===== src/rtl/tlc_pkg.sv =====
// Shared types and constants for the main/side-street traffic-light sequencer.
// Holds the phase enum, interval-select codes and the lamp pattern for each phase.
package tlc_pkg;

   typedef enum logic [2:0] {
      MAIN_G1 = 3'd0,
      MAIN_G2 = 3'd1,
      MAIN_Y  = 3'd2,
      WALK    = 3'd3,
      SIDE_G1 = 3'd4,
      SIDE_G2 = 3'd5,
      SIDE_Y  = 3'd6
   } state_t;

   localparam logic [1:0] SEL_BASE = 2'b00;
   localparam logic [1:0] SEL_EXT  = 2'b01;
   localparam logic [1:0] SEL_YEL  = 2'b10;

   // Lamp order: {main_R, main_Y, main_G, side_R, side_Y, side_G, walk}
   localparam logic [6:0] LED_MAIN_G1 = 7'b0010100;
   localparam logic [6:0] LED_MAIN_G2 = 7'b0010100;
   localparam logic [6:0] LED_MAIN_Y  = 7'b0100100;
   localparam logic [6:0] LED_WALK    = 7'b1001001;
   localparam logic [6:0] LED_SIDE_G1 = 7'b1000010;
   localparam logic [6:0] LED_SIDE_G2 = 7'b1000010;
   localparam logic [6:0] LED_SIDE_Y  = 7'b1000100;

   function automatic logic [6:0] lamps_of(input state_t s);
      logic [6:0] lamps;
      lamps = LED_MAIN_G1;
      case (s)
         MAIN_G1: lamps = LED_MAIN_G1;
         MAIN_G2: lamps = LED_MAIN_G2;
         MAIN_Y:  lamps = LED_MAIN_Y;
         WALK:    lamps = LED_WALK;
         SIDE_G1: lamps = LED_SIDE_G1;
         SIDE_G2: lamps = LED_SIDE_G2;
         SIDE_Y:  lamps = LED_SIDE_Y;
         default: lamps = LED_MAIN_G1;
      endcase
      return lamps;
   endfunction

endpackage


===== src/rtl/traffic_light_fsm.sv =====
// Traffic-light phase sequencer: steps through the phases on timer expiry and
// registers lamps, interval select and the timer-start / walk-clear pulses.
module traffic_light_fsm
   import tlc_pkg::*;
(
   input  logic       clk,
   input  logic       Reset_Sync,
   input  logic       Sensor_Sync,
   input  logic       WR,
   input  logic       Prog_Sync,
   input  logic       expired,
   output logic       WR_Reset,
   output logic [6:0] LEDs,
   output logic [1:0] time_selector,
   output logic       start_timer
);

   state_t     state_reg, state_next;
   logic [1:0] sel_reg, sel_next;
   logic [6:0] leds_reg, leds_next;
   logic       start_reg, start_next;
   logic       wr_reset_reg, wr_reset_next;
   logic       init_reg;
   logic       enter;
   logic       advance;

   // The timer is restarting whenever start_timer is high, so expiry is ignored then.
   assign advance = expired && !start_reg;

   always_comb begin
      state_next = state_reg;
      sel_next   = sel_reg;
      enter      = 1'b0;
      if (Prog_Sync || init_reg) begin
         state_next = MAIN_G1;
         sel_next   = SEL_BASE;
         enter      = 1'b1;
      end else begin
         case (state_reg)
            MAIN_G1: if (advance) begin
               state_next = MAIN_G2;
               sel_next   = Sensor_Sync ? SEL_EXT : SEL_BASE;
               enter      = 1'b1;
            end
            MAIN_G2: if (advance) begin
               state_next = MAIN_Y;
               sel_next   = SEL_YEL;
               enter      = 1'b1;
            end
            MAIN_Y: if (advance) begin
               state_next = WR ? WALK : SIDE_G1;
               sel_next   = WR ? SEL_EXT : SEL_BASE;
               enter      = 1'b1;
            end
            WALK: if (advance) begin
               state_next = SIDE_G1;
               sel_next   = SEL_BASE;
               enter      = 1'b1;
            end
            SIDE_G1: if (advance) begin
               state_next = Sensor_Sync ? SIDE_G2 : SIDE_Y;
               sel_next   = Sensor_Sync ? SEL_EXT : SEL_YEL;
               enter      = 1'b1;
            end
            SIDE_G2: if (advance) begin
               state_next = SIDE_Y;
               sel_next   = SEL_YEL;
               enter      = 1'b1;
            end
            SIDE_Y: if (advance) begin
               state_next = MAIN_G1;
               sel_next   = SEL_BASE;
               enter      = 1'b1;
            end
            default: begin
               state_next = MAIN_G1;
               sel_next   = SEL_BASE;
               enter      = 1'b1;
            end
         endcase
      end
      leds_next     = enter ? lamps_of(state_next) : leds_reg;
      start_next    = enter;
      wr_reset_next = enter && (state_next == WALK);
   end

   always_ff @(posedge clk or negedge Reset_Sync) begin
      if (!Reset_Sync) begin
         state_reg    <= MAIN_G1;
         sel_reg      <= SEL_BASE;
         leds_reg     <= LED_MAIN_G1;
         start_reg    <= 1'b0;
         wr_reset_reg <= 1'b0;
         init_reg     <= 1'b1;
      end else begin
         state_reg    <= state_next;
         sel_reg      <= sel_next;
         leds_reg     <= leds_next;
         start_reg    <= start_next;
         wr_reset_reg <= wr_reset_next;
         init_reg     <= 1'b0;
      end
   end

   assign LEDs          = leds_reg;
   assign time_selector = sel_reg;
   assign start_timer   = start_reg;
   assign WR_Reset      = wr_reset_reg;

endmodule


===== config.mk =====
export PLATFORM = sky130hd
export DESIGN_NAME = traffic_light_fsm
export DESIGN_NICKNAME = d
export VERILOG_FILES = /design/src/rtl/tlc_pkg.sv /design/src/rtl/traffic_light_fsm.sv
export SDC_FILE = /design/constraint.sdc
export NUM_CORES = 1
export LEC_CHECK = 0
export BUFFER_PORTS_ARGS = -buffer_cell sky130_fd_sc_hd__buf_4
export CAP_MARGIN = 20
export CORE_MARGIN = 1
export CORE_UTILIZATION = 45
export CTS_CLUSTER_SIZE = 28
export DETAILED_ROUTE_END_ITERATION = 12
export PLACE_DENSITY = 0.71
export RECOVER_POWER = 100
export SYNTH_ARGS = -nofsm -noshare
export SYNTH_HDL_FRONTEND = slang
export SYNTH_SLANG_ARGS = --single-unit

===== constraint.sdc =====
create_clock -name clk -period 1.6 [get_ports clk]
set_input_delay 0.16 -clock clk [delete_from_list [all_inputs] [get_ports clk]]
set_output_delay 0.16 -clock clk [all_outputs]
set_load 0.03 [all_outputs]

* After elaboration in Yosys (flattened, before gate mapping)
Index checks and enable logic that the tools add are counted.
** Storage, ports and cells
- Register bits :: 15
- Bits of input ports :: 6
- Output and inout port bits :: 11
- Word-level logic and storage cells :: 57
** Operators by class
- Equality and inequality tests :: 16
- Multiplexer cells :: 25
- Reductions and logical operators :: 10
** Operators with widths (number)
- case mux 7 bit (4 select lines) :: 1
- two-way mux 3 bit :: 9
- case mux 3 bit (7 select lines) :: 1
- equality test 3 bit (second input constant) :: 6
- two-way mux 2 bit :: 8
- equality test 3 x 2 -> 1 bit (second input constant) :: 4
- case mux 2 bit (5 select lines) :: 1
- != test 3 bit (second input constant) :: 3
- OR reduction 7 bit :: 1
- != test 3 x 1 -> 1 bit (second input constant) :: 2
- OR reduction 2 bit :: 3
- two-way mux 1 bit :: 5
- AND reduction 5 bit :: 1
- equality test 3 x 1 -> 1 bit (second input constant) :: 1
- zero test 3 bit :: 1
- logical AND 1 bit :: 2
- zero test 1 bit :: 1
- logical OR 1 bit :: 1

* Depth between registers and ports, before layout
- Depth after elaboration :: 8
- Depth in mapped cells :: 6
- Depth with buffers taken out :: 5

* Least setup slack after synthesis
Ideal clock, no wire load.
- Path kind :: reg2reg
- From :: reg start_reg (netlist: start_timer)
- To :: reg leds_reg[2] (netlist: LEDs[2])
- Setup time :: 0.106 ns
- Data arrival time :: 1.460 ns
- Data required time :: 1.494 ns
- Slack :: 0.035 ns
- Stages on the path, launching flop included :: 7
- Path buffers :: 1
- Period minus slack after synthesis :: 1.565 ns
- Cell sequence :: dfrtp_1 -> nor2b_1 -> buf_4 -> o21ai_0 -> a221oi_4 -> nand2b_1 -> a41oi_1
** Between the ends
- Longest elaborated chain between the ends :: 8
- Elaborated cells between the ends (all ways) :: 21
- Those cells by class :: eq/ne (5); mux (13); reduce/logical (3)
** Ends and longest elaborated chain
- start, declared :: line traffic_light_fsm.sv:21 : logic start_reg, start_next;
- start signal, assigned :: line traffic_light_fsm.sv:99 : start_reg <= start_next;
- zero test 1 bit * :: line traffic_light_fsm.sv:28 : assign advance = expired && !start_reg;
- logical AND 1 bit * :: line traffic_light_fsm.sv:28
- two-way mux 3 bit (tied with other cells) :: line traffic_light_fsm.sv:70 : SIDE_Y: if (advance) begin
- case mux 3 bit (7 select lines) * :: line traffic_light_fsm.sv:39 : case (state_reg)
- two-way mux 3 bit * :: line traffic_light_fsm.sv:34 : if (Prog_Sync || init_reg) begin
- named net state_next[1] :: line traffic_light_fsm.sv:18 : state_t state_reg, state_next;
- equality test 3 bit :: line tlc_pkg.sv:31 : case (s)
- OR reduction 2 bit (no line)
- case mux 7 bit (4 select lines) * :: line tlc_pkg.sv:31
- end signal, assigned :: line traffic_light_fsm.sv:98 : leds_reg <= leds_next;
- end, declared :: line traffic_light_fsm.sv:20 : logic [6:0] leds_reg, leds_next;
The timed path passes the listed nets; every way through them passes the cells marked *.
A chain may end at the register's enable or synchronous reset.

* Final worst setup path
- From :: reg state_reg[0]
- To :: reg leds_reg[2] (netlist: LEDs[2])
** Between the ends
- Longest elaborated chain between the ends :: 6
- Elaborated cells between the ends (all ways) :: 26
- Those cells by class :: eq/ne (11); mux (12); reduce/logical (3)
** Ends and longest elaborated chain
- start, declared :: line traffic_light_fsm.sv:18
- start signal, assigned :: line traffic_light_fsm.sv:96 : state_reg <= state_next;
- equality test 3 bit (tied with other cells) :: line traffic_light_fsm.sv:39
- case mux 3 bit (7 select lines) * :: line traffic_light_fsm.sv:39
- two-way mux 3 bit * :: line traffic_light_fsm.sv:34
- named net state_next[1] :: line traffic_light_fsm.sv:18
- equality test 3 bit :: line tlc_pkg.sv:31
- OR reduction 2 bit (no line)
- case mux 7 bit (4 select lines) * :: line tlc_pkg.sv:31
Marks and branches as above.

==> impl_results.md <==
* Run status: complete, no violations
* 1st-pass router iterations at 4
* Total clock buffers created by CTS at 3
* Root buffer selected by CTS: sky130_fd_sc_hd__clkbuf_4
* Die area at 1790 um2
* Synthesized cell area at 732 um2
* Ranking of synthesized cells by area: sky130_fd_sc_hd__dfrtp_1 (38%), sky130_fd_sc_hd__dfstp_2 (11%), sky130_fd_sc_hd__a221oi_4 (3.6%)
* Maximum number of pins on one net before global-route repair at 15
* Die Y-Extent at 42.3 um
* Clock slew seen by the registers of the worst setup and hold paths at 80 ps
* Number of sinks driven by the clock tree at 14
* Final routed DRC violation total at 0
* Antenna fix cells at 0
* Via count of the first global-routing pass at 580
* Post-Place Cells at 104
* DR vias/cell at 5.55
* Number of violations of the max-capacitance limit at 0
* Max Slew Vio Count at 0
* Family of cells with the greatest summed delay on the critical path: simple AND/OR/NAND/NOR gates
* Startpoint type of the worst setup path: register
* Worst hold-check path type: primary input to register
* I/O pin total at 17
* Crit path required time at 1800 ps
* Maximum resistive drop on vdd at 0.585 mV
* Count of unique library cells instantiated by Yosys at 32
* Area leader, netlist: sky130_fd_sc_hd__dfrtp_1
* GPL Wtd Cong at 0.871
* Cell row count at 14
* Routed Wire Length at 1490 um
* Starting utilization of the core area at 48.6%
* Clock insertion delay at the later pin of the skew report at 290 ps
* Synthesis-to-layout area growth at 25.8%
* Flip-flop and latch count after synthesis at 14
* Slowest cell delay on critical path at 450 ps
* Worst hold slack across all endpoints at 247 ps
* Fraction of synthesized cell area taken by the top area cell type at 37.6%
* Final antenna-violating net count at 0
* First-pass GRT wire length at 2460 um
* Largest register FFs at 6
* Overall fraction of global-route tracks in use at 19.2%
* Fin Clk Skew at 2.52 ps
* Count of mapped cells out of synthesis at 69
* Number of antenna violations at the first check in global routing at 0
* Number of design-rule violations left by the first detailed-router iteration at 21
* Number of hold violations in the final report at 0
* Arrival @ worst endpoint at 1730 ps
* Synthesized Nets at 75
* Sort of element at the end of the critical path: register
* Count of input and output buffers at 16
* Number of H-tree levels at 1
* Register area share after synthesis at 48.4%
* Relative slew slack at 50.9%
* Period utilisation layout at 95.3%
* Total of endpoints with negative setup slack in the final report at 0
* Total number of nets in the final design at 101
* Count of buffer and inverter cells on the critical path at 0
* Power density of the placed cells at 756 nW/um2
* Startpoint-to-endpoint class of the critical path: register to register
* Die width at 42.3 um
* Crit path cell chain: and4bb_4 > nor2_8 > a221oi_4 > nand2b_1 > a41oi_1
* Post-Layout Cell Count at 110
* Synthesized area per cell at 10.6 um2
* Pleak at 0.000368 uW
* Total via count after detailed routing at 610
* CTS max path bufs at 2
* Standard cell with the maximum stage delay on the critical path: sky130_fd_sc_hd__dfrtp_2
* Highest clock rate at 656 MHz
* Slew at the pin closest to its max-slew limit at 736 ps
* Largest fanout on the critical path at 5
* Post-detail-place hpwl at 1070 um
* Final worst path period need at 1520 ps
* Global route total overflow at 0
* R2R setup slack at 80 ps
* Clock tree from TritonCTS: yes
* Core box area at 1510 um2
* Yosys warning count at 0
* Share of cells above drive strength 1 at 34.0%
* Post-detailed-route wirelength per cell at 13.5 um
==> cell usage after synthesis, drive strengths merged <==
master	number
dfrtp	11
nand2	6
nor2	6
a21oi	5
o21ai	5
buf	4
inv	4
dfstp	3
nand2b	3
nor3	3
a22oi	2
nor2b	2
a221oi	1
a311o	1
a311oi	1
a31o	1
a32o	1
a41oi	1
and3	1
and4bb	1
clkbuf	1
conb	1
o21a	1
o2bb2ai	1
o31a	1
o31ai	1
or3	1
==> worst reg2reg max path, delay by kind of cell (launching register included) <==
family	cells	cell delay, ps
compound gates	2	410
flops	1	450
simple gates	3	590
==> final timing paths <==
path,start,end,cells past startpoint
max in group asynchronous,Reset_Sync,state_reg[2],2
min,Sensor_Sync,time_selector[0],3
max,state_reg[0],LEDs[2],5
max reg2reg,state_reg[0],LEDs[2],5
min reg2reg,LEDs[5],LEDs[5],2
min in group asynchronous,Reset_Sync,LEDs[3],2
==> layout by cell type, fill, tap and decap left out, types with 3 or more instances in the layout <==
master,count
sky130_fd_sc_hd__clkbuf_1,12
sky130_fd_sc_hd__dfrtp_1,8
sky130_fd_sc_hd__dfrtp_2,3
sky130_fd_sc_hd__nor2_1,5
sky130_fd_sc_hd__inv_1,4
sky130_fd_sc_hd__nor3_1,3
sky130_fd_sc_hd__dfstp_2,3
sky130_fd_sc_hd__clkbuf_4,3
sky130_fd_sc_hd__buf_4,12
sky130_fd_sc_hd__nand2_1,6
sky130_fd_sc_hd__nand2b_1,3
sky130_fd_sc_hd__a21oi_1,4
==> cells by family (layout without fill, tap and decap cells) <==
| logic type | count (synthesis) | in the layout | synth area share (%) |
|---|---|---|---|
| other | 1 | 1 | 0.512 |
| AND/OR/NAND/NOR | 23 | 23 | 19.0 |
| flip-flops | 14 | 14 | 48.4 |
| AO/OA/AOI/OAI | 22 | 22 | 23.9 |
| buffers and inverters | 9 | 34 | 8.20 |
==> report_power, final <==
| group | switching (uW) | internal (uW) | total [uW] |
|---|---|---|---|
| combinational | 44.2 | 30.3 | 74.5 |
| clock | 117 | 139 | 256 |
| sequential | 4.32 | 362 | 366 |
==> stage by stage <==
step | power [uW] | util (%) | setup slack (ps) | TNS [ps] | area, um2
2_1_floorplan | 412 | - | 34.7 | 0 | 732
3_3_place_gp | 446 | 58.9 | 71.4 | 0 | 887
3_5_place_dp | 447 | 58.9 | 66.9 | 0 | 887
4_1_cts | 708 | 62.0 | 50.6 | 0 | 933
5_1_grt | 730 | 61.1 | -1.24 | -1.24 | 921
6_report | 696 | 61.1 | 75.1 | 0 | 921
==> what timing repair did <==
item | 4_1_cts | 5_1_grt
hold buffers | 1 | 0
setup buffers | 0 | 1
resized for setup | 0 | 6
setup endpoints to repair | 0 | 3
endpoints found under the hold margin | 14 | 0
==> metal layers <==
layer	vias to the layer above	share of wire, %	global-route usage (%)
li1	296	-	-
met1	295	45	23.9
met2	14	47	27.4
met5	-	0	0
met3	5	4.1	4.74
met4	0	3.2	16.9
==> area by class of cell <==
type	instances	area [um2]
Fill cell	140	586
Sequential cell	14	358
Multi-Input combinational cell	46	327
Timing Repair Buffer	26	165
Clock buffer	4	36.3
Tap cell	16	20.0
Inverter	4	15.0
Power figures use the tool's default switching activity.
